<file path="config.mk">
export PLATFORM = sky130hd
export DESIGN_NAME = reorder_tag_manager_flat
export DESIGN_NICKNAME = d
export VERILOG_FILES = /design/src/rtl/reorder_pkg.sv /design/src/rtl/reorder_tag_manager_if.sv /design/src/rtl/reorder_status_table.sv /design/src/rtl/reorder_tag_manager.sv /design/src/flat_wrapper.sv
export SDC_FILE = /design/constraint.sdc
export NUM_CORES = 1
export LEC_CHECK = 0
export BUFFER_PORTS_ARGS = -buffer_cell sky130_fd_sc_hd__buf_2
export CORE_ASPECT_RATIO = 0.7
export CORE_UTILIZATION = 25
export CTS_CLUSTER_DIAMETER = 30
export CTS_CLUSTER_SIZE = 10
export DETAILED_ROUTE_END_ITERATION = 6
export GPL_ROUTABILITY_DRIVEN = 0
export SYNTH_ARGS = -nofsm -noshare
export SYNTH_HDL_FRONTEND = slang
export SYNTH_HIERARCHICAL = 1
export SYNTH_SLANG_ARGS = --single-unit
</file>
<file path="constraint.sdc">
create_clock -name clk -period 7.54 [get_ports clk]
set_input_delay 0.754 -clock clk [delete_from_list [all_inputs] [get_ports clk]]
set_output_delay 0.754 -clock clk [all_outputs]
set_load 0.005 [all_outputs]
</file>
<file path="src/rtl/reorder_pkg.sv">
// Shared status encodings for the reorder path.
// This package is used by the tag manager and by the circular buffer.
package reorder_pkg;

    typedef enum logic [1:0] {
        STATUS_PENDING  = 2'b00,
        STATUS_REJECTED = 2'b01,
        STATUS_ACCEPTED = 2'b11
    } status_e;

    function automatic status_e verdict_status(input logic accept);
        return accept ? STATUS_ACCEPTED : STATUS_REJECTED;
    endfunction

endpackage

</file>
<file path="src/rtl/reorder_tag_manager_if.sv">
// Interface that bundles the alloc, verdict, status and release signals of reorder_tag_manager.
// The circular buffer's "release" is carried as release_pkt, because "release" is a reserved word in SystemVerilog.
interface reorder_tag_manager_if #(
    parameter int TAG_WIDTH            = 6,
    parameter int CIRCULAR_BUFFER_SIZE = 50
) ();
    localparam int CNT_WIDTH = $clog2(CIRCULAR_BUFFER_SIZE + 1);

    logic                 alloc_req;
    logic                 alloc_grant;
    logic [TAG_WIDTH-1:0] alloc_tag;
    logic                 full;
    logic [CNT_WIDTH-1:0] in_flight;
    logic                 verdict_valid;
    logic [TAG_WIDTH-1:0] verdict_tag;
    logic                 verdict_accept;
    logic [TAG_WIDTH-1:0] reorder_tag_out;
    logic [1:0]           packet_status;
    logic                 release_pkt;

    modport master (
        output alloc_req, verdict_valid, verdict_tag, verdict_accept,
               reorder_tag_out, release_pkt,
        input  alloc_grant, alloc_tag, full, in_flight, packet_status
    );

    modport slave (
        input  alloc_req, verdict_valid, verdict_tag, verdict_accept,
               reorder_tag_out, release_pkt,
        output alloc_grant, alloc_tag, full, in_flight, packet_status
    );
endinterface

</file>
<file path="src/rtl/reorder_status_table.sv">
// Per-tag status and allocated bits.
// It has one write port with a release lane and a verdict lane, an allocate-set input, and combinational read and query ports.
module reorder_status_table
    import reorder_pkg::*;
#(
    parameter int TAG_WIDTH = 6,
    parameter int SIZE      = 50
) (
    input  logic                 clk,
    input  logic                 rst,
    input  logic                 set_en,
    input  logic [TAG_WIDTH-1:0] set_tag,
    input  logic                 vd_en,
    input  logic [TAG_WIDTH-1:0] vd_tag,
    input  status_e              vd_status,
    input  logic                 rel_en,
    input  logic [TAG_WIDTH-1:0] rel_tag,
    input  logic [TAG_WIDTH-1:0] rd_tag,
    output status_e              rd_status,
    input  logic [TAG_WIDTH-1:0] q_tag,
    output logic                 q_open
);
    localparam int IW = (SIZE > 1) ? $clog2(SIZE) : 1;
    localparam logic [TAG_WIDTH:0] LIMIT = (TAG_WIDTH + 1)'(SIZE);

    status_e           status_q [SIZE];
    status_e           status_d [SIZE];
    logic [SIZE-1:0]   alloc_q;
    logic [SIZE-1:0]   alloc_d;

    function automatic logic in_range(input logic [TAG_WIDTH-1:0] t);
        return ({1'b0, t} < LIMIT);
    endfunction

    // A release is applied after a verdict, so a release wins when both target the same slot.
    always_comb begin
        status_d = status_q;
        alloc_d  = alloc_q;
        if (set_en && in_range(set_tag))
            alloc_d[set_tag[IW-1:0]] = 1'b1;
        if (vd_en && in_range(vd_tag))
            status_d[vd_tag[IW-1:0]] = vd_status;
        if (rel_en && in_range(rel_tag)) begin
            status_d[rel_tag[IW-1:0]] = STATUS_PENDING;
            alloc_d[rel_tag[IW-1:0]]  = 1'b0;
        end
    end

    always_comb begin
        rd_status = STATUS_PENDING;
        q_open    = 1'b0;
        if (in_range(rd_tag))
            rd_status = status_q[rd_tag[IW-1:0]];
        if (in_range(q_tag))
            q_open = alloc_q[q_tag[IW-1:0]] && (status_q[q_tag[IW-1:0]] == STATUS_PENDING);
    end

    always_ff @(posedge clk) begin
        if (!rst) begin
            status_q <= '{default: STATUS_PENDING};
            alloc_q  <= '0;
        end else begin
            status_q <= status_d;
            alloc_q  <= alloc_d;
        end
    end
endmodule

</file>
<file path="src/rtl/reorder_tag_manager.sv">
// Reorder tag allocator with head/tail pointers and an in-flight count over a status table.
// The optional sticky err output is enabled by the macro REORDER_ERR_CHECK_EN.
module reorder_tag_manager
    import reorder_pkg::*;
#(
    parameter int TAG_WIDTH            = 6,
    parameter int CIRCULAR_BUFFER_SIZE = 50
) (
    input  logic clk,
    input  logic rst,
    reorder_tag_manager_if.slave bus
`ifdef REORDER_ERR_CHECK_EN
    ,
    output logic err
`endif
);
    localparam int CW = $clog2(CIRCULAR_BUFFER_SIZE + 1);
    localparam logic [TAG_WIDTH-1:0] LAST_TAG = TAG_WIDTH'(CIRCULAR_BUFFER_SIZE - 1);
    localparam logic [CW-1:0]        SIZE_CNT = CW'(CIRCULAR_BUFFER_SIZE);

    logic [TAG_WIDTH-1:0] head_q, head_d;
    logic [TAG_WIDTH-1:0] tail_q, tail_d;
    logic [CW-1:0]        count_q, count_d;
    logic                 full_int;
    logic                 grant;
    logic                 rel_ok;
    logic                 vd_open;
    logic                 vd_hits_head;
    logic                 vd_apply;
    status_e              rd_status;

    function automatic logic [TAG_WIDTH-1:0] next_ptr(input logic [TAG_WIDTH-1:0] p);
        return (p == LAST_TAG) ? '0 : p + 1'b1;
    endfunction

    // Full is taken from the registered count, so a release that arrives while the buffer is full cannot free a slot for an allocation in the same cycle.
    always_comb begin
        full_int     = (count_q == SIZE_CNT);
        grant        = rst && bus.alloc_req && !full_int;
        rel_ok       = rst && bus.release_pkt && (count_q != '0);
        vd_hits_head = rel_ok && (bus.verdict_tag == head_q);
        vd_apply     = rst && bus.verdict_valid && vd_open && !vd_hits_head;
        head_d       = rel_ok ? next_ptr(head_q) : head_q;
        tail_d       = grant ? next_ptr(tail_q) : tail_q;
        count_d      = count_q;
        if (grant && !rel_ok)
            count_d = count_q + 1'b1;
        else if (!grant && rel_ok)
            count_d = count_q - 1'b1;
    end

    always_comb begin
        bus.alloc_grant   = grant;
        bus.alloc_tag     = tail_q;
        bus.full          = rst && full_int;
        bus.in_flight     = rst ? count_q : '0;
        bus.packet_status = rst ? rd_status : STATUS_PENDING;
    end

    always_ff @(posedge clk) begin
        if (!rst) begin
            head_q  <= '0;
            tail_q  <= '0;
            count_q <= '0;
        end else begin
            head_q  <= head_d;
            tail_q  <= tail_d;
            count_q <= count_d;
        end
    end

    reorder_status_table #(
        .TAG_WIDTH (TAG_WIDTH),
        .SIZE      (CIRCULAR_BUFFER_SIZE)
    ) u_table (
        .clk       (clk),
        .rst       (rst),
        .set_en    (grant),
        .set_tag   (tail_q),
        .vd_en     (vd_apply),
        .vd_tag    (bus.verdict_tag),
        .vd_status (verdict_status(bus.verdict_accept)),
        .rel_en    (rel_ok),
        .rel_tag   (head_q),
        .rd_tag    (bus.reorder_tag_out),
        .rd_status (rd_status),
        .q_tag     (bus.verdict_tag),
        .q_open    (vd_open)
    );

`ifdef REORDER_ERR_CHECK_EN
    logic err_q, err_d;

    always_comb begin
        err_d = err_q
              | (bus.verdict_valid && !vd_open)
              | (bus.release_pkt && (count_q == '0))
              | (bus.verdict_valid && vd_open && vd_hits_head);
    end

    always_ff @(posedge clk) begin
        if (!rst) err_q <= 1'b0;
        else      err_q <= err_d;
    end

    assign err = err_q;
`endif
endmodule
</file>
<file path="src/flat_wrapper.sv">
// flat-port wrapper written by rule: the top's interface ports become plain ports
module reorder_tag_manager_flat import reorder_pkg::*;
#(
    parameter int TAG_WIDTH            = 6,
    parameter int CIRCULAR_BUFFER_SIZE = 50
)
  (clk, rst, bus_alloc_req, bus_verdict_valid, bus_verdict_tag, bus_verdict_accept, bus_reorder_tag_out, bus_release_pkt, bus_alloc_grant, bus_alloc_tag, bus_full, bus_in_flight, bus_packet_status);
  reorder_tag_manager_if #(.TAG_WIDTH(TAG_WIDTH), .CIRCULAR_BUFFER_SIZE(CIRCULAR_BUFFER_SIZE)) bus_i ();
  input  logic clk;
  input  logic rst;
  input wire logic [$bits(bus_i.alloc_req)-1:0] bus_alloc_req;
  input wire logic [$bits(bus_i.verdict_valid)-1:0] bus_verdict_valid;
  input wire logic [$bits(bus_i.verdict_tag)-1:0] bus_verdict_tag;
  input wire logic [$bits(bus_i.verdict_accept)-1:0] bus_verdict_accept;
  input wire logic [$bits(bus_i.reorder_tag_out)-1:0] bus_reorder_tag_out;
  input wire logic [$bits(bus_i.release_pkt)-1:0] bus_release_pkt;
  output wire logic [$bits(bus_i.alloc_grant)-1:0] bus_alloc_grant;
  output wire logic [$bits(bus_i.alloc_tag)-1:0] bus_alloc_tag;
  output wire logic [$bits(bus_i.full)-1:0] bus_full;
  output wire logic [$bits(bus_i.in_flight)-1:0] bus_in_flight;
  output wire logic [$bits(bus_i.packet_status)-1:0] bus_packet_status;
  assign bus_i.alloc_req = bus_alloc_req;
  assign bus_i.verdict_valid = bus_verdict_valid;
  assign bus_i.verdict_tag = bus_verdict_tag;
  assign bus_i.verdict_accept = bus_verdict_accept;
  assign bus_i.reorder_tag_out = bus_reorder_tag_out;
  assign bus_i.release_pkt = bus_release_pkt;
  assign bus_alloc_grant = bus_i.alloc_grant;
  assign bus_alloc_tag = bus_i.alloc_tag;
  assign bus_full = bus_i.full;
  assign bus_in_flight = bus_i.in_flight;
  assign bus_packet_status = bus_i.packet_status;
  reorder_tag_manager #(.TAG_WIDTH(TAG_WIDTH), .CIRCULAR_BUFFER_SIZE(CIRCULAR_BUFFER_SIZE)) u_core (.clk(clk), .rst(rst), .bus(bus_i));
endmodule
</file>
Word level (Yosys, flattened, before mapping)
Index checks and enable logic that the tools add are counted.
Widths: inputs -> output; s select.

word-level totals
  bits in writable memories = 0
  bits in registers = 168
  output and inout port bits = 16
  bits in latches = 0
  memories = 0
  logic and storage cells = 140
  memory bits (read-only) = 0
  input port bits = 18

operators by class
  bitwise operators = 8
  shift-type cells = 0
  add/subtract/negate cells = 4
  order comparisons = 14
  eq/ne operators = 4
  mux-type cells = 30
  reduce and logical (&&, ||, !) cells = 26
  divide/modulo/power cells = 0
  $mul = 0

operators with widths
  kind                 count
  $mux 100             2
  $and 100x100->100    1
  $bwmux 100           1
  $mux 50              2
  $not 100->100        1
  $and 50x50->50       1
  $not 50->50          1
  $or 50x50->50        1
  $mux 6               5
  $bmux 2 s6           2
  $demux 2 s6          2
  $lt 6x6->1 const B   4
  $ge 7x7->1 const B   3
  $lt 6x7->1 const B   3
  $not 6->7            3
  $logic_and 1x1->1    19
  $add 6x1->6 const B  3
  $eq 6x6->1 const B   3
  $mux 2               9
  $lt 7x1->1 const B   2
  $demux 1 s6          2
  $ge 6x1->1 const B   2
  $bmux 1 s6           1
  $eq 6x6->1           1
  6 further kinds      12

Depth between registers and ports, before layout
Gate-level depths: netlist of run 1.

  word-level depth = 13
  depth in mapped cells = 16
  mapped depth without buffers = 13

Hierarchy
Netlist of run 1, hierarchy kept.

modules (own cells, without submodules)
  module                area each (um^2)  sequential area each (um^2)  cells each  instances
  reorder_status_table  7661.1            3002.9                       961         1
  reorder_tag_manager   1243.7            360.3                        149         1

Worst setup path after synthesis of run 1
No wires, ideal clock.

  path kind = input -> register
  start = input bus_verdict_tag[1]
  end = register u_core/u_table/status_q[89] (netlist bit)
  arrival time = 3559 ps
  cell stages on the path = 16
  path buffers = 3
  path slack = 3911 ps
  setup time = 70 ps
  data required time = 7470 ps
  cells stage by stage = buf_2 -> buf_6 -> nor4b_1 -> nor2_1 -> a211oi_1 -> a21oi_1 -> a2111oi_0 -> a211o_1 -> nand3_1 -> a21oi_1 -> and2b_1 -> or3b_2 -> clkbuf_1 -> nor2_1 -> nand2_1 -> a21oi_1

between the ends
  cells in the longest elaborated chain, start to end = 13
  elaborated cells between the ends (all ways) = 25
  classes of those cells = 3 x order compare; 1 x eq/ne; 11 x mux; 2 x bitwise; 8 x reduce/logical

RTL lines
  item                                       line                        RTL
  start, declared                            flat_wrapper.sv:13          input wire logic [$bits(bus_i.verdict_tag)-1:0] bus_verdict_tag;
  $not 6->7 (implied by the code)            reorder_status_table.sv:55  q_open = alloc_q[q_tag[IW-1:0]] && (status_q[q_tag[IW-1:0]] == STATUS_PENDING);
  $bmux 2 s6                                 reorder_status_table.sv:55
  $mux 2 (implied by the code) (2 in a row)  reorder_status_table.sv:55
  $logic_not 2->1                            reorder_status_table.sv:55
  $logic_and 1x1->1                          reorder_status_table.sv:55
  $mux 1 (*)                                 reorder_status_table.sv:54  if (in_range(q_tag))
  via u_core.vd_open                         reorder_tag_manager.sv:27   logic vd_open;
  $logic_and 1x1->1 (*) (2 in a row)         reorder_tag_manager.sv:42   vd_apply = rst && bus.verdict_valid && vd_open && !vd_hits_head;
  via u_core.vd_apply                        reorder_tag_manager.sv:29   logic vd_apply;
  $logic_and 1x1->1 (*)                      reorder_status_table.sv:41  if (vd_en && in_range(vd_tag))
  $mux 100 (*)                               reorder_status_table.sv:41
  $and 100x100->100 (no line)                n/a
  $mux 100 (*)                               reorder_status_table.sv:43  if (rel_en && in_range(rel_tag)) begin
  end signal, assigned                       reorder_status_table.sv:63  status_q <= status_d;
  end, declared                              reorder_status_table.sv:26  status_e status_q [SIZE];

Mark *: on every way through the listed nets, which the timed path passes. The rest lies on a longest branch. The select of a mux whose other input is x is not followed.
A chain may end at the register's enable or synchronous reset.

Worst setup path after layout of run 1
  start = input bus_verdict_tag[2]
  end = register u_core/u_table/status_q[85] (netlist bit)

The elaborated chain is that of the path after synthesis.

==> summary.txt, run 1 <==
status: finished, final reports clean
Sinks on Clock Net: 168
CTS tree: yes
Area Overhead vs Synth: 12.6%
Final min period: 4.32 ns
post-synthesis simple-gate area fraction: 0.253
compound-gate portion of the synthesized area: 0.205
clock skew: 0.0116 ns
worst-path cell with the longest stage delay: a2111oi_0
net count after synthesis: 1139
chip height: 160 um
Hold WS: 0.463 ns
clock buffer depth: 2
port bufs: 33
DR vias: 8738
crit-path cells: buf_2 -> nor4b_1 -> a311oi_1 -> a2111oi_0 -> o31a_1 -> a211o_1 -> nand3_1 -> a21oi_1 -> and2b_1 -> or3b_2 -> nor2_1 -> nand2_1 -> a21oi_1
Yosys top cell by area: dfxtp_1
largest net degree at the start of global routing: 66
H-tree Lvls: 4
WL/cell: 19.5 um
die area: 36400 um2
number of DRC markers in iteration 0: 1201
crit start category: primary input
mux contribution to synthesized area: 0.0922
initial core utilization: 0.255
fin area: 10000 um2
# DRC: 0
Max Freq: 231 MHz
post-route ant nets: 0
Worst path most repeated cell: a21oi_1
placed inst area: 9410 um2
Worst path max stage delay: 0.86 ns
Sequential Power Share: 0.429
CP required: 7.90 ns
Finished Core Util: 0.288
# IOs: 34
GRT Total Usage: 0.171
Switch Pwr: 0.593 mW
worst hold-check path type: reg -> reg
CP Capture Type: flop
post-synth cell types: 65
RSZ-0062 raised after global routing: no
Synth Area per Inst: 8.02 um2
Hold Vio Cnt, Final: 0
Pre-antenna DRT Iters: 7
vias per cell: 5.53
synth warn: 6
WL final: 30.8 mm
vias in the first global route: 7964
root buffer cell: clkbuf_16
commonest register cell after synthesis: dfxtp_1
FF+latch count, synth: 168
Synth Area in XOR/XNOR: 0.0128
max_cap viols: 0
hold_buf cts: 0
Synth area leaders: dfxtp_1, a21oi_1, nand2_1, nor2_1, mux4_2
Post-Synth Adder-Cell Area: 0.0163
Tcrit/Tclk final: 0.573
final setup TNS: 0 ns
Setup-failing EPs final: 0
Clock Power Share: 0.429
Die Wd: 228 um
postcts setup bufs: 0
share of cells above drive strength 1: 0.0967
first-pass GRT wire length: 47.5 mm
core area: 34900 um2
gate count after technology mapping: 1110
Mapped Area: 8900 um2
Clk pin slew, worst setup/hold paths: 0.06 ns
CP max FO: 37
Placement Rows: 57
async set-or-reset flop fraction in the synthesized netlist: 0
total gr overflow: 0
Slew @ Worst Pin: 1.20 ns
post-synthesis sequential area ratio: 0.378
Sw Ratio: 0.273
Tot Pwr: 2.17 mW
crit path DAT: 4.68 ns
fin. max-slew vios: 0
Crit Path Category: in -> reg
Comb pwr share: 0.141
Leak: 3.25 nW
initial antenna violation count: 1
Reg2Reg Depth: 12
Worst-Skew Late Latency: 0.44 ns
CTS Buf Count: 17
final net count: 1124
Post-CTS Resized: 0
internal power: 1.58 mW
EDFF count, synth: 0
main combinational cell family by area after synthesis: simple AND/OR/NAND/NOR gates
Pwr Density: 217 nW/um2
maximum vdd drop: 0.0000799 V
hpwl dp: 20.9 mm
top cell type's share of synthesized area: 0.378
Rel. slew slack: 0.196
hold path cells: 2
-- cell type report --
class,instances,area [um2]
clock inverter,8,146
sequential,168,3360
timing repair buffer,44,245
antenna,1,2.50
inverter,11,41.3
tap,472,591
clock buffer,22,464
fill,3683,24800
multi-input combinational,853,5180
-- layer usage --
layer	vias up	part of all wire	track usage
met5	-	0	0
met4	0	0.020	0.0464
met3	59	0.12	0.0523
met2	489	0.41	0.238
met1	4196	0.45	0.249
li1	3994	-	-
-- metrics by stage --
step           setup slack (ns)  cells
6_report                   3.22   1579
5_1_grt                    2.83   1578
4_1_cts                    2.88   1577
3_5_place_dp               2.44   1547
3_3_place_gp               2.64   1547
2_1_floorplan              3.91   1110
-- worst paths after layout --
path / from / endpoint / slack, ns
worst max-delay path: bus_verdict_tag[2] / u_core/u_table/status_q[85] / 3.22
worst min-delay path: u_core/u_table/alloc_q[14] / u_core/u_table/alloc_q[14] / 0.46
worst max register to register: u_core/u_table/status_q[18] / u_core/u_table/status_q[85] / 3.68
worst min register to register: u_core/u_table/alloc_q[14] / u_core/u_table/alloc_q[14] / 0.46
-- flip-flops by register name, summed over array words and instances (netlist names) --
name                     flops
u_core/u_table/status_q    100
u_core/head_q                6
u_core/u_table/alloc_q      50
u_core/bus.alloc_tag         6
u_core/count_q               6
-- power by group through the flow --
stage          logic, mW  registers (mW)  clock network [mW]
6_report           0.307           0.933               0.934
5_1_grt            0.335           0.936               0.982
4_1_cts            0.300           0.932               0.942
3_5_place_dp       0.298           0.952                   0
3_3_place_gp       0.291           0.952                   0
2_1_floorplan      0.230           0.944                   0
-- worst max-delay path: cells and delay by family --
kind                   cells  cell delay (ns)
AOI/OAI and AO/OA          6             1.77
buffers and inverters      1             0.36
and+or+nand+nor            6             1.77
-- cell families (layout without fill, tap and decap cells) --
| group | count (synthesis) | after routing |
|---|---|---|
| AOI/OAI and AO/OA | 329 | 329 |
| xor gates and xnor gates | 13 | 13 |
| adders and majority gates | 11 | 11 |
| buffers and inverters | 89 | 85 |
| DFF | 168 | 168 |
| muxes | 46 | 46 |
| other | 1 | 2 |
| and+or+nand+nor | 453 | 453 |
-- synthesized netlist by cell type (all sizes together) (5+ instances only) --
master,instances
and3b,6
nand3b,13
and3,5
nor2b,6
buf,21
nor4b,21
and2,9
nor2,121
inv,11
clkbuf,57
ha,10
nor4bb,8
nor3b,11
nor3,21
nand2b,5
dfxtp,168
o21ai,108
nand4b,5
mux4,26
mux2i,16
or3,7
a211oi,7
xor2,8
nand3,58
nand2,141
a31oi,9
xnor2,5
a21oi,167
o221ai,5
-- cells in the final DEF (no fill, tap or decap), types with 5 or more instances in the layout --
cell | synthesis | routed
dfxtp_1 | 168 | 168
a21oi_1 | 167 | 167
nand2_1 | 141 | 141
nor2_1 | 121 | 121
o21ai_0 | 75 | 75
nand3_1 | 58 | 58
buf_2 | 12 | 34
o21ai_1 | 31 | 31
nor4b_1 | 21 | 21
nor3_1 | 21 | 19
mux4_2 | 18 | 18
clkbuf_16 | 0 | 17
mux2i_1 | 16 | 16
nand3b_1 | 13 | 13
inv_1 | 10 | 10
ha_1 | 10 | 10
buf_4 | 0 | 10
and2_1 | 9 | 9
a31oi_1 | 9 | 9
xor2_1 | 8 | 8
mux4_1 | 8 | 8
nor3b_1 | 9 | 8
nor4bb_1 | 8 | 8
or3_1 | 6 | 6
a211oi_1 | 6 | 6
nor2b_1 | 6 | 6
and3b_1 | 6 | 6
xnor2_1 | 5 | 5
nand4b_1 | 5 | 5
o221ai_1 | 5 | 5
nand2b_1 | 5 | 5
(Power assumes the default switching activity.)
==> inputs of run 2 (changes only) <==
==> constraint.sdc (replaced) <==
create_clock -name clk -period 4.2 [get_ports clk]
set_input_delay 0.42 -clock clk [delete_from_list [all_inputs] [get_ports clk]]
set_output_delay 0.42 -clock clk [all_outputs]
set_load 0.005 [all_outputs]
==> run 2 against run 1 <==
Effect of this change: non-clock buffer count increased by 11; sequential power increased by 80%; clock skew decreased by 0.0018 ns; design area about the same; global-route usage increased by 0.30 points; critical endpoint is now u_core/u_table/status_q[21].
==> summary.txt, run 2 (synthesis gave the netlist of run 1 again) <==
status: finished, final reports clean
die area: 36400 um2 (unchanged)
Clock Power Share: 0.399 (-0.030)
Setup WS pre-CTS: 0.302 ns (-2.14 ns)
Clk pin slew, worst setup/hold paths: 0.06 ns (about the same)
Pre-antenna DRT Iters: 6 (-1)
CP Capture Type: flop
initial core utilization: 0.255 (unchanged)
port bufs: 33 (unchanged)
H-tree Lvls: 4 (unchanged)
Sinks on Clock Net: 168 (unchanged)
Top reg by flops: u_core/u_table/status_q
worst hold-check path type: in -> reg
hold path cells: 4 (+2)
# IOs: 34 (unchanged)
CP required: 4.57 ns (-3.33 ns)
vias per cell: 5.50 (-0.70%)
Crit Path Category: reg -> reg
Rel. slew slack: 0.136 (-0.0606)
Largest regs: u_core/u_table/status_q (100), u_core/u_table/alloc_q (50)
crit-path cells: nor4b_1 -> a311oi_1 -> a2111oi_0 -> o31a_1 -> a211o_1 -> nand3_1 -> a21oi_1 -> and2b_1 -> buf_4 -> nand3b_1 -> nor2_1 -> nand2_1 -> a21oi_1
clock skew: 0.00981 ns (-0.00178 ns)
Worst-Skew Late Latency: 0.45 ns (about the same)
multi-input logic area: 5170 um2 (-0.19%)
commonest non-fill, non-tap cells in the layout: dfxtp_1, a21oi_1, nand2_1
Worst path most repeated cell: a21oi_1
hold_buf cts: 0 (unchanged)
maximum vdd drop: 0.000305 V (+280%)
Leak: 3.27 nW (+0.61%)
Sequential Power Share: 0.448 (+0.019)
RR Startpoint: u_core/u_table/status_q[18]
Antenna Cells: 0 (-1)
commonest non-fill, non-tap cell in the layout: dfxtp_1
max_cap viols: 0 (unchanged)
Hold Vio Cnt, Final: 0 (unchanged)
WL final: 31.6 mm (+2.7%)
CTS tree: yes
Finished Core Util: 0.288 (about the same)
number of DRC markers in iteration 0: 1132 (-5.7%)
clock buffer depth: 2 (unchanged)
chip height: 160 um (unchanged)
Reg2Reg Depth: 13 (+1)
Die Wd: 228 um (unchanged)
Switch Pwr: 1.08 mW (+82%)
Placement Rows: 57 (unchanged)
register area: 3360 um2 (unchanged)
crit path launch: u_core/u_table/status_q[18]
Sw Ratio: 0.289 (+0.0160)
internal power: 2.66 mW (+68%)
# DRC: 0 (unchanged)
RSZ-0062 raised after global routing: no
WL/cell: 19.9 um (+1.9%)
root buffer cell: clkbuf_16
first-pass GRT wire length: 47.3 mm (-0.48%)
Comb pwr share: 0.153 (+0.012)
Slew @ Worst Pin: 1.29 ns (+0.0908 ns)
DR vias: 8743 (+0.057%)
worst-path cell with the longest stage delay: a2111oi_0
crit start category: flop
final setup TNS: 0 ns (unchanged)
initial antenna violation count: 0 (-1)
total gr overflow: 0 (unchanged)
postcts setup bufs: 0 (unchanged)
internal reg-to-reg setup slack: 0.38 ns (-3.30 ns)
largest net degree at the start of global routing: 67 (+1.5%)
post-route ant nets: 0 (unchanged)
worst r2r dst: u_core/u_table/status_q[21]
Post-CTS Resized: 0 (unchanged)
layout filler cell count: 3731 (+1.3%)
Setup crit end: u_core/u_table/status_q[21]
max reg flops: 100 (unchanged)
Max Freq: 262 MHz
final worst slack: 0.380 ns (-2.84 ns)
core area: 34900 um2 (unchanged)
vias in the first global route: 7658 (-3.8%)
Worst path max stage delay: 0.97 ns (+0.11 ns)
CTS Buf Count: 17 (unchanged)
Pwr Density: 373 nW/um2 (+72%)
Area Overhead vs Synth: 12.7% (about the same)
Tcrit/Tclk final: 0.910
hpwl dp: 21.9 mm (+5.1%)
crit path DAT: 4.19 ns (-0.49 ns)
share of cells above drive strength 1: 0.105 (+0.00781)
Setup-failing EPs final: 0 (unchanged)
Final min period: 3.82 ns
final net count: 1135 (+0.98%)
fin. max-slew vios: 0 (unchanged)
CP max FO: 12 (-68%)
GRT Total Usage: 0.174 (+0.00304)
## run 2: changes by cell type in the layout (fill, tap and decap cells not counted), sizes merged
cell / before / now
buf: 44 / 55
bufinv: 4 / 1
clkbuf: 22 / 23
clkinv: 3 / 6
clkinvlp: 1 / 2
diode: 1 / 0
## run 2: layout make-up
type                            count  share of cell area
Timing Repair Buffer               55              0.0329
Sequential cell                   168               0.335
Multi-Input combinational cell    853               0.515
Clock buffer                       23              0.0466
Tap cell                          472              0.0588
Clock inverter                      9             0.00748
Inverter                           11             0.00411
## run 2: metrics by stage
| stage | cells | hold WS [ns] | total power [mW] | area, um2 |
|---|---|---|---|---|
| 2_1_floorplan | 1110 | 0.428 | 2.11 | 8900 |
| 3_3_place_gp | 1559 | 0.441 | 2.25 | 9490 |
| 3_5_place_dp | 1559 | 0.448 | 2.26 | 9490 |
| 4_1_cts | 1591 | 0.339 | 3.75 | 10000 |
| 5_1_grt | 1591 | 0.390 | 3.89 | 10000 |
| 6_report | 1591 | 0.361 | 3.75 | 10000 |
## run 2: worst max-delay path, delay by kind of cell (launching register included)
kind | cells | cell delay (ns)
buffers and inverters | 1 | 0.14
and+or+nand+nor | 6 | 1.48
DFF | 1 | 0.32
AOI/OAI and AO/OA | 6 | 1.81
## run 2: power by group through the flow
| stage | clock (mW) | combinational, mW | sequential (mW) |
|---|---|---|---|
| after detailed placement | 0 | 0.552 | 1.71 |
| after floorplan | 0 | 0.413 | 1.69 |
| after global placement | 0 | 0.534 | 1.71 |
| final | 1.49 | 0.573 | 1.68 |
| after global routing | 1.58 | 0.624 | 1.68 |
| after CTS | 1.52 | 0.555 | 1.68 |
## run 2: how the worst min path moves through the flow
stage | from | to | slack [ns]
finish | bus_alloc_req | u_core/bus.alloc_tag[1] | 0.36
floorplan | u_core/u_table/alloc_q[10] | u_core/u_table/alloc_q[10] | 0.43
detailed placement | u_core/u_table/alloc_q[11] | u_core/u_table/alloc_q[11] | 0.45
global route | bus_alloc_req | u_core/bus.alloc_tag[1] | 0.39
global placement | u_core/u_table/alloc_q[34] | u_core/u_table/alloc_q[34] | 0.44
CTS | bus_alloc_req | u_core/bus.alloc_tag[1] | 0.34
## run 2: routing by layer
metal / wire length [um] / vias up / track usage
met1: 15000 / 4177 / 0.273
li1: - / 4022 / -
met4: 627 / 0 / 0.0570
met2: 12100 / 496 / 0.219
met3: 3880 / 48 / 0.0471
met5: 0 / - / 0
